**src/rtl/rv_config.sv**
```systemverilog
// Shared core configuration: text segment geometry and reset vector.
package rv_config;
    localparam int          TEXT_BITS    = 24;
    localparam logic [31:0] RESET_VECTOR = 32'h0040_0000;
endpackage

```
**src/rtl/rv_fetch_types.sv**
```systemverilog
// Types shared by the fetch front-end: queued {pc, inst} entry and PC alignment mask.
package rv_fetch_types;
    typedef struct packed {
        logic [31:0] pc;
        logic [31:0] inst;
    } fetch_entry_t;

    localparam logic [31:0] FETCH_ALIGN_MASK = 32'hFFFF_FFFC;
endpackage

```
**src/rtl/example_fetch_queue_if.sv**
```systemverilog
// Fetch-side bus: text memory port, redirect request and instruction handshake to the core.
interface example_fetch_queue_if;
    logic [rv_config::TEXT_BITS-3:0] text_address;
    logic [31:0]                     text_q;
    logic                            redirect_valid;
    logic [31:0]                     redirect_pc;
    logic                            inst_valid;
    logic                            inst_ready;
    logic [31:0]                     inst;
    logic [31:0]                     inst_pc;

    modport master (
        output text_address,
        input  text_q,
        input  redirect_valid,
        input  redirect_pc,
        output inst_valid,
        input  inst_ready,
        output inst,
        output inst_pc
    );

    modport slave (
        input  text_address,
        output text_q,
        output redirect_valid,
        output redirect_pc,
        input  inst_valid,
        output inst_ready,
        input  inst,
        input  inst_pc
    );
endinterface

```
**src/rtl/example_fetch_fifo.sv**
```systemverilog
// DEPTH-entry FIFO of fetch entries; flush clears pointers and count and wins over push/pop.
module example_fetch_fifo
    import rv_fetch_types::*;
#(
    parameter int DEPTH = 4,
    localparam int PW = $clog2(DEPTH),
    localparam int CW = PW + 1
) (
    input  logic          clock,
    input  logic          reset,
    input  logic          push,
    input  logic          pop,
    input  logic          flush,
    input  fetch_entry_t  wdata,
    output fetch_entry_t  rdata,
    output logic [CW-1:0] count,
    output logic          empty
);

    fetch_entry_t  mem [DEPTH];
    logic [PW-1:0] rd_ptr;
    logic [PW-1:0] wr_ptr;
    logic          full;
    logic          do_push;
    logic          do_pop;

    assign full    = (count == CW'(DEPTH));
    assign empty   = (count == '0);
    assign do_pop  = pop & ~empty;
    // A full FIFO may still accept a write when the head leaves in the same cycle.
    assign do_push = push & (~full | do_pop);
    assign rdata   = mem[rd_ptr];

    always_ff @(posedge clock) begin
        if (do_push && !flush) begin
            mem[wr_ptr] <= wdata;
        end
    end

    always_ff @(posedge clock or posedge reset) begin
        if (reset) begin
            rd_ptr <= '0;
            wr_ptr <= '0;
            count  <= '0;
        end else if (flush) begin
            rd_ptr <= '0;
            wr_ptr <= '0;
            count  <= '0;
        end else begin
            if (do_push) begin
                wr_ptr <= wr_ptr + PW'(1);
            end
            if (do_pop) begin
                rd_ptr <= rd_ptr + PW'(1);
            end
            count <= count + CW'(do_push) - CW'(do_pop);
        end
    end

endmodule

```
**src/rtl/example_fetch_queue.sv**
```systemverilog
// Instruction fetch front-end: owns the fetch PC, queues {pc, inst} and serves the core.
// Optional FETCH_BYPASS_EN: zero-latency pass-through of text_q/pc while the queue is empty.
module example_fetch_queue
    import rv_config::*;
    import rv_fetch_types::*;
#(
    parameter int          DEPTH    = 4,
    parameter logic [31:0] RESET_PC = RESET_VECTOR
) (
    input  logic                  clock,
    input  logic                  reset,
    example_fetch_queue_if.master bus
);

    localparam int              CW         = $clog2(DEPTH) + 1;
    localparam logic [CW-1:0]   FULL_COUNT = CW'(DEPTH);

    logic [31:0]   pc;
    logic          pop;
    logic          push;
    logic          fifo_push;
    logic          fifo_pop;
    logic          fifo_empty;
    logic [CW-1:0] fifo_count;
    fetch_entry_t  head;
    fetch_entry_t  wentry;

    assign pop    = bus.inst_valid & bus.inst_ready;
    assign push   = ~bus.redirect_valid & ((fifo_count < FULL_COUNT) | pop);
    assign wentry = '{pc: pc, inst: bus.text_q};
    assign bus.text_address = pc[TEXT_BITS-1:2];

`ifdef FETCH_BYPASS_EN
    logic bypass;

    // An empty queue exposes the word being fetched right now; a taken word never enters the FIFO.
    assign bypass    = fifo_empty & ~bus.redirect_valid & ~reset;
    assign fifo_pop  = pop & ~bypass;
    assign fifo_push = push & ~(bypass & bus.inst_ready);

    always_comb begin
        bus.inst_valid = 1'b0;
        bus.inst       = '0;
        bus.inst_pc    = '0;
        if (bypass) begin
            bus.inst_valid = 1'b1;
            bus.inst       = bus.text_q;
            bus.inst_pc    = pc;
        end else if (!fifo_empty) begin
            bus.inst_valid = 1'b1;
            bus.inst       = head.inst;
            bus.inst_pc    = head.pc;
        end
    end
`else
    assign fifo_pop  = pop;
    assign fifo_push = push;

    always_comb begin
        bus.inst_valid = 1'b0;
        bus.inst       = '0;
        bus.inst_pc    = '0;
        if (!fifo_empty) begin
            bus.inst_valid = 1'b1;
            bus.inst       = head.inst;
            bus.inst_pc    = head.pc;
        end
    end
`endif

    // Redirect outranks fetch advance; push also covers a word consumed straight from the bypass.
    always_ff @(posedge clock or posedge reset) begin
        if (reset) begin
            pc <= RESET_PC;
        end else if (bus.redirect_valid) begin
            pc <= bus.redirect_pc & FETCH_ALIGN_MASK;
        end else if (push) begin
            pc <= pc + 32'd4;
        end
    end

    example_fetch_fifo #(
        .DEPTH (DEPTH)
    ) fifo_inst (
        .clock (clock),
        .reset (reset),
        .push  (fifo_push),
        .pop   (fifo_pop),
        .flush (bus.redirect_valid),
        .wdata (wentry),
        .rdata (head),
        .count (fifo_count),
        .empty (fifo_empty)
    );

endmodule

```
**src/flat_wrapper.sv**
```systemverilog
// flat-port wrapper written by rule: the top's interface ports become plain ports
module example_fetch_queue_flat import rv_config::*; import rv_fetch_types::*;
#(
    parameter int          DEPTH    = 4,
    parameter logic [31:0] RESET_PC = RESET_VECTOR
)
  (clock, reset, bus_text_address, bus_text_q, bus_redirect_valid, bus_redirect_pc, bus_inst_valid, bus_inst_ready, bus_inst, bus_inst_pc);
  example_fetch_queue_if bus_i ();
  input  logic clock;
  input  logic reset;
  output wire logic [$bits(bus_i.text_address)-1:0] bus_text_address;
  input wire logic [$bits(bus_i.text_q)-1:0] bus_text_q;
  input wire logic [$bits(bus_i.redirect_valid)-1:0] bus_redirect_valid;
  input wire logic [$bits(bus_i.redirect_pc)-1:0] bus_redirect_pc;
  output wire logic [$bits(bus_i.inst_valid)-1:0] bus_inst_valid;
  input wire logic [$bits(bus_i.inst_ready)-1:0] bus_inst_ready;
  output wire logic [$bits(bus_i.inst)-1:0] bus_inst;
  output wire logic [$bits(bus_i.inst_pc)-1:0] bus_inst_pc;
  assign bus_text_address = bus_i.text_address;
  assign bus_i.text_q = bus_text_q;
  assign bus_i.redirect_valid = bus_redirect_valid;
  assign bus_i.redirect_pc = bus_redirect_pc;
  assign bus_inst_valid = bus_i.inst_valid;
  assign bus_i.inst_ready = bus_inst_ready;
  assign bus_inst = bus_i.inst;
  assign bus_inst_pc = bus_i.inst_pc;
  example_fetch_queue #(.DEPTH(DEPTH), .RESET_PC(RESET_PC)) u_core (.clock(clock), .reset(reset), .bus(bus_i));
endmodule
```
**config.mk**
```make
export PLATFORM = sky130hd
export DESIGN_NAME = example_fetch_queue_flat
export DESIGN_NICKNAME = d
export VERILOG_FILES = /design/src/rtl/rv_config.sv /design/src/rtl/rv_fetch_types.sv /design/src/rtl/example_fetch_queue_if.sv /design/src/rtl/example_fetch_fifo.sv /design/src/rtl/example_fetch_queue.sv /design/src/flat_wrapper.sv
export SDC_FILE = /design/constraint.sdc
export NUM_CORES = 1
export LEC_CHECK = 0
export CORE_ASPECT_RATIO = 0.6
export CORE_UTILIZATION = 39
export DETAILED_ROUTE_END_ITERATION = 8
export PLACE_DENSITY = 0.61
export SETUP_SLACK_MARGIN = 0.2
export SYNTH_ARGS = -nofsm -noshare
export SYNTH_HDL_FRONTEND = slang
export SYNTH_SLANG_ARGS = --single-unit
```
**constraint.sdc**
```tcl
create_clock -name clock -period 3.6 [get_ports clock]
set_input_delay 0.72 -clock clock [delete_from_list [all_inputs] [get_ports clock]]
set_output_delay 0.72 -clock clock [all_outputs]
set_load 0.01 [all_outputs]
```
==> impl_metrics.json <==
{
  "status": "finished, final reports clean",
  "synth.area.top_cells": "edfxtp_1 (63%), mux4_2 (12%), dfrtp_1 (7.7%), and2_1 (3.6%), xor2_1 (1.6%)",
  "cts-root-buf": "clkbuf_16",
  "fin_area_mm2": 0.01456,
  "clock_latency_ps": 540,
  "worst_pin_slew_ps": 621.5,
  "drtIter0Drc": 487,
  "pin_count": 155,
  "grt_pass1_wl_um": 39450,
  "io_buffer_count": 150,
  "fin_worst_skew_ps": 20.98,
  "setup_ws_ps": 318.5,
  "setup_viol": 0,
  "placed_cells": 1175,
  "fin_crit_sh_pct": 91.15,
  "synth.top_cell.area_share_pct": 63.33,
  "crit_fanout": 30,
  "synth_edf_count": 248,
  "hold_viol": 0,
  "dp_slack_ps": 711.8,
  "rows": 48,
  "finalSetupTns_ps": 0,
  "numCtsBuffers": 27,
  "antenna_found_initial": 1,
  "dp_hpwl_um": 16370,
  "critical-path-max-stage-delay_ps": 540,
  "cp-start-kind": "register",
  "avgSynthCellArea_um2": 17.71,
  "synthArstFlopShare_pct": 12.98,
  "required_ps": 2880,
  "die_h_um": 136.5,
  "die_x_um": 226.2,
  "crit_path_end_kind": "output pin",
  "num-fill-cells": 2429,
  "grt_max_degree": 49,
  "syn_area_mm2": 0.01176,
  "final_nets": 881,
  "r2r_cells": 9,
  "fin_util_pct": 49.89,
  "crit_type": "reg2out",
  "groute.usage.overall_pct": 17.38,
  "wl_per_cell_um": 21.14,
  "clkTransAtPathRegs_ps": 70,
  "dieArea_mm2": 0.03087,
  "relSlewSlack_pct": 58.52,
  "ys_ff_latch": 285,
  "vias": 6233,
  "seq_area_frac_synth_pct": 71.21,
  "gr-total-overflow": 0,
  "synth_cell_type_count": 50,
  "gp_congestion": 0.7531,
  "clockBufferDepth": 3,
  "ys_warn_count": 0,
  "p_total_mw": 9.932,
  "path_cells": "buf_12 -> mux4_2 -> and2_1 -> clkdlybuf4s50_1",
  "drive_gt1_share_pct": 17.82,
  "rsz0062_at_grt": "no",
  "power.density_mw_per_mm2": 682.1,
  "synth_cells": 664,
  "stdcell_count": 1225,
  "postPlaceCellArea_mm2": 0.01367,
  "vias_per_cell": 5.088,
  "max_freq_mhz": 304.7,
  "hold_slack_ps": 551.8,
  "start_util_pct": 40.29,
  "coreArea_mm2": 0.02919,
  "cts_sinks": 285,
  "grt_pass1_vias": 6696,
  "antenna_cells": 0,
  "area_delta_synth_final_pct": 23.82,
  "wirelength_um": 25900,
  "yosys.area.top_type": "edfxtp_1",
  "cts_tree": "done",
  "cts-htree-levels": 1,
  "peakVddDrop_mv": 0.3212,
  "cp_slowest_cell": "mux4_2",
  "firstDrtPassIters": 5,
  "maxSlewViolCount": 0,
  "leakage_nw": 4.801,
  "crit_arrival_ps": 2560,
  "period_minus_slack_ps": 3282,
  "drt.antenna.violating_nets": 0,
  "maxCapViolCount": 0,
  "postCtsHoldBufs": 0,
  "hold_class": "in2async",
  "synth-main-ff-cell": "edfxtp_1",
  "drc": 0
}
## per-layer routing
| layer | up-vias | track usage (%) | part of all wire, % |
|---|---|---|---|
| met5 | - | 0 | 0.050 |
| met3 | 35 | 3.542 | 5.0 |
| met4 | 2 | 3.529 | 1.7 |
| li1 | 2796 | - | - |
| met2 | 160 | 27.54 | 46 |
| met1 | 3240 | 25.00 | 47 |
## worst paths after layout
kind	from	end	slack (ps)
setup / recovery	u_core.fifo_inst.rd_ptr[0]$_DFFE_PP0P_	bus_inst_pc[8]	320
hold / removal	reset	u_core.pc[29]$_DFFE_PP0N_	550
setup reg to reg	u_core.fifo_inst.count[2]$_DFF_PP0_	u_core.fifo_inst.count[2]$_DFF_PP0_	1150
hold reg to reg	u_core.pc[29]$_DFFE_PP0N_	u_core.fifo_inst.mem[0][61]$_DFFE_PP_	580
max in group asynchronous	reset	u_core.pc[22]$_DFFE_PP1N_	2240
min in group clock	bus_redirect_valid	u_core.fifo_inst.rd_ptr[1]$_DFFE_PP0P_	570
## logic make-up after synthesis
logic type	synth area share, %
other	0.03189
DFF	71.21
xor gates and xnor gates	2.309
muxes	12.05
adders and majority gates	0.9150
AOI/OAI and AO/OA	1.575
buffers and inverters	3.245
and+or+nand+nor	8.661
## flip-flops by register name, summed over array words and instances (netlist names)
| name | count |
|---|---|
| u_core.fifo_inst.mem | 248 |
| u_core.fifo_inst.count | 3 |
| u_core.pc | 30 |
| u_core.fifo_inst.wr_ptr | 2 |
| u_core.fifo_inst.rd_ptr | 2 |
## layout make-up
class	count	area, um^2	area share (%)
Sequential cell	285	8382	57.56
Timing Repair Buffer	167	1744	11.98
Clock buffer	31	710.7	4.881
Clock inverter	18	153.9	1.057
Inverter	10	37.54	0.2578
Tap cell	400	500.5	3.437
Multi-Input combinational cell	314	3033	20.83
## layout by cell type (no fill, tap or decap), drive strengths merged, types with 7 or more instances in the layout
cell           Yosys  layout
clkinv             0      12
and2              68      68
dfrtp             36      36
edfxtp           248     248
clkbuf            19      31
nand4             14      14
nor2              15      15
buf               36      18
and3              11      11
nand2             41      41
ha                 7       7
clkdlybuf4s50      1     149
xor2              21      21
o21ai             27      27
xnor2             10      10
inv               10      11
mux4              62      62
nand3             10      10
## worst max-delay path, delay by kind of cell, from the launching register on
family	cells	cell delay [ps]
flops	1	460
buf+inv	2	770
mux	1	540
simple gates	1	210
## Yosys cell counts (all sizes together) (2+ instances only)
| cell type | instances |
|---|---|
| o21ai | 27 |
| nor2 | 15 |
| inv | 10 |
| nor3 | 4 |
| nor2b | 2 |
| and2 | 68 |
| nand3 | 10 |
| xor2 | 21 |
| a31oi | 2 |
| nand2 | 41 |
| buf | 36 |
| or3 | 3 |
| mux4 | 62 |
| dfrtp | 36 |
| nand4 | 14 |
| and3 | 11 |
| xnor2 | 10 |
| ha | 7 |
| nor4 | 2 |
| edfxtp | 248 |
| clkbuf | 19 |
## power by group
part           internal [mW]  switching (mW)  total, mW  leakage, nW
logic                   1.59            1.31       2.91         1.65
clock network           1.56            1.22       2.78        0.421
registers               4.03           0.207       4.24         2.73
total                   7.19            2.74       9.93         4.80
## repair_timing
item	in CTS	in global routing
setup buffers	1	0
setup endpoints to repair	15	0
resized for setup	1	0
Power figures use the tool's default switching activity.
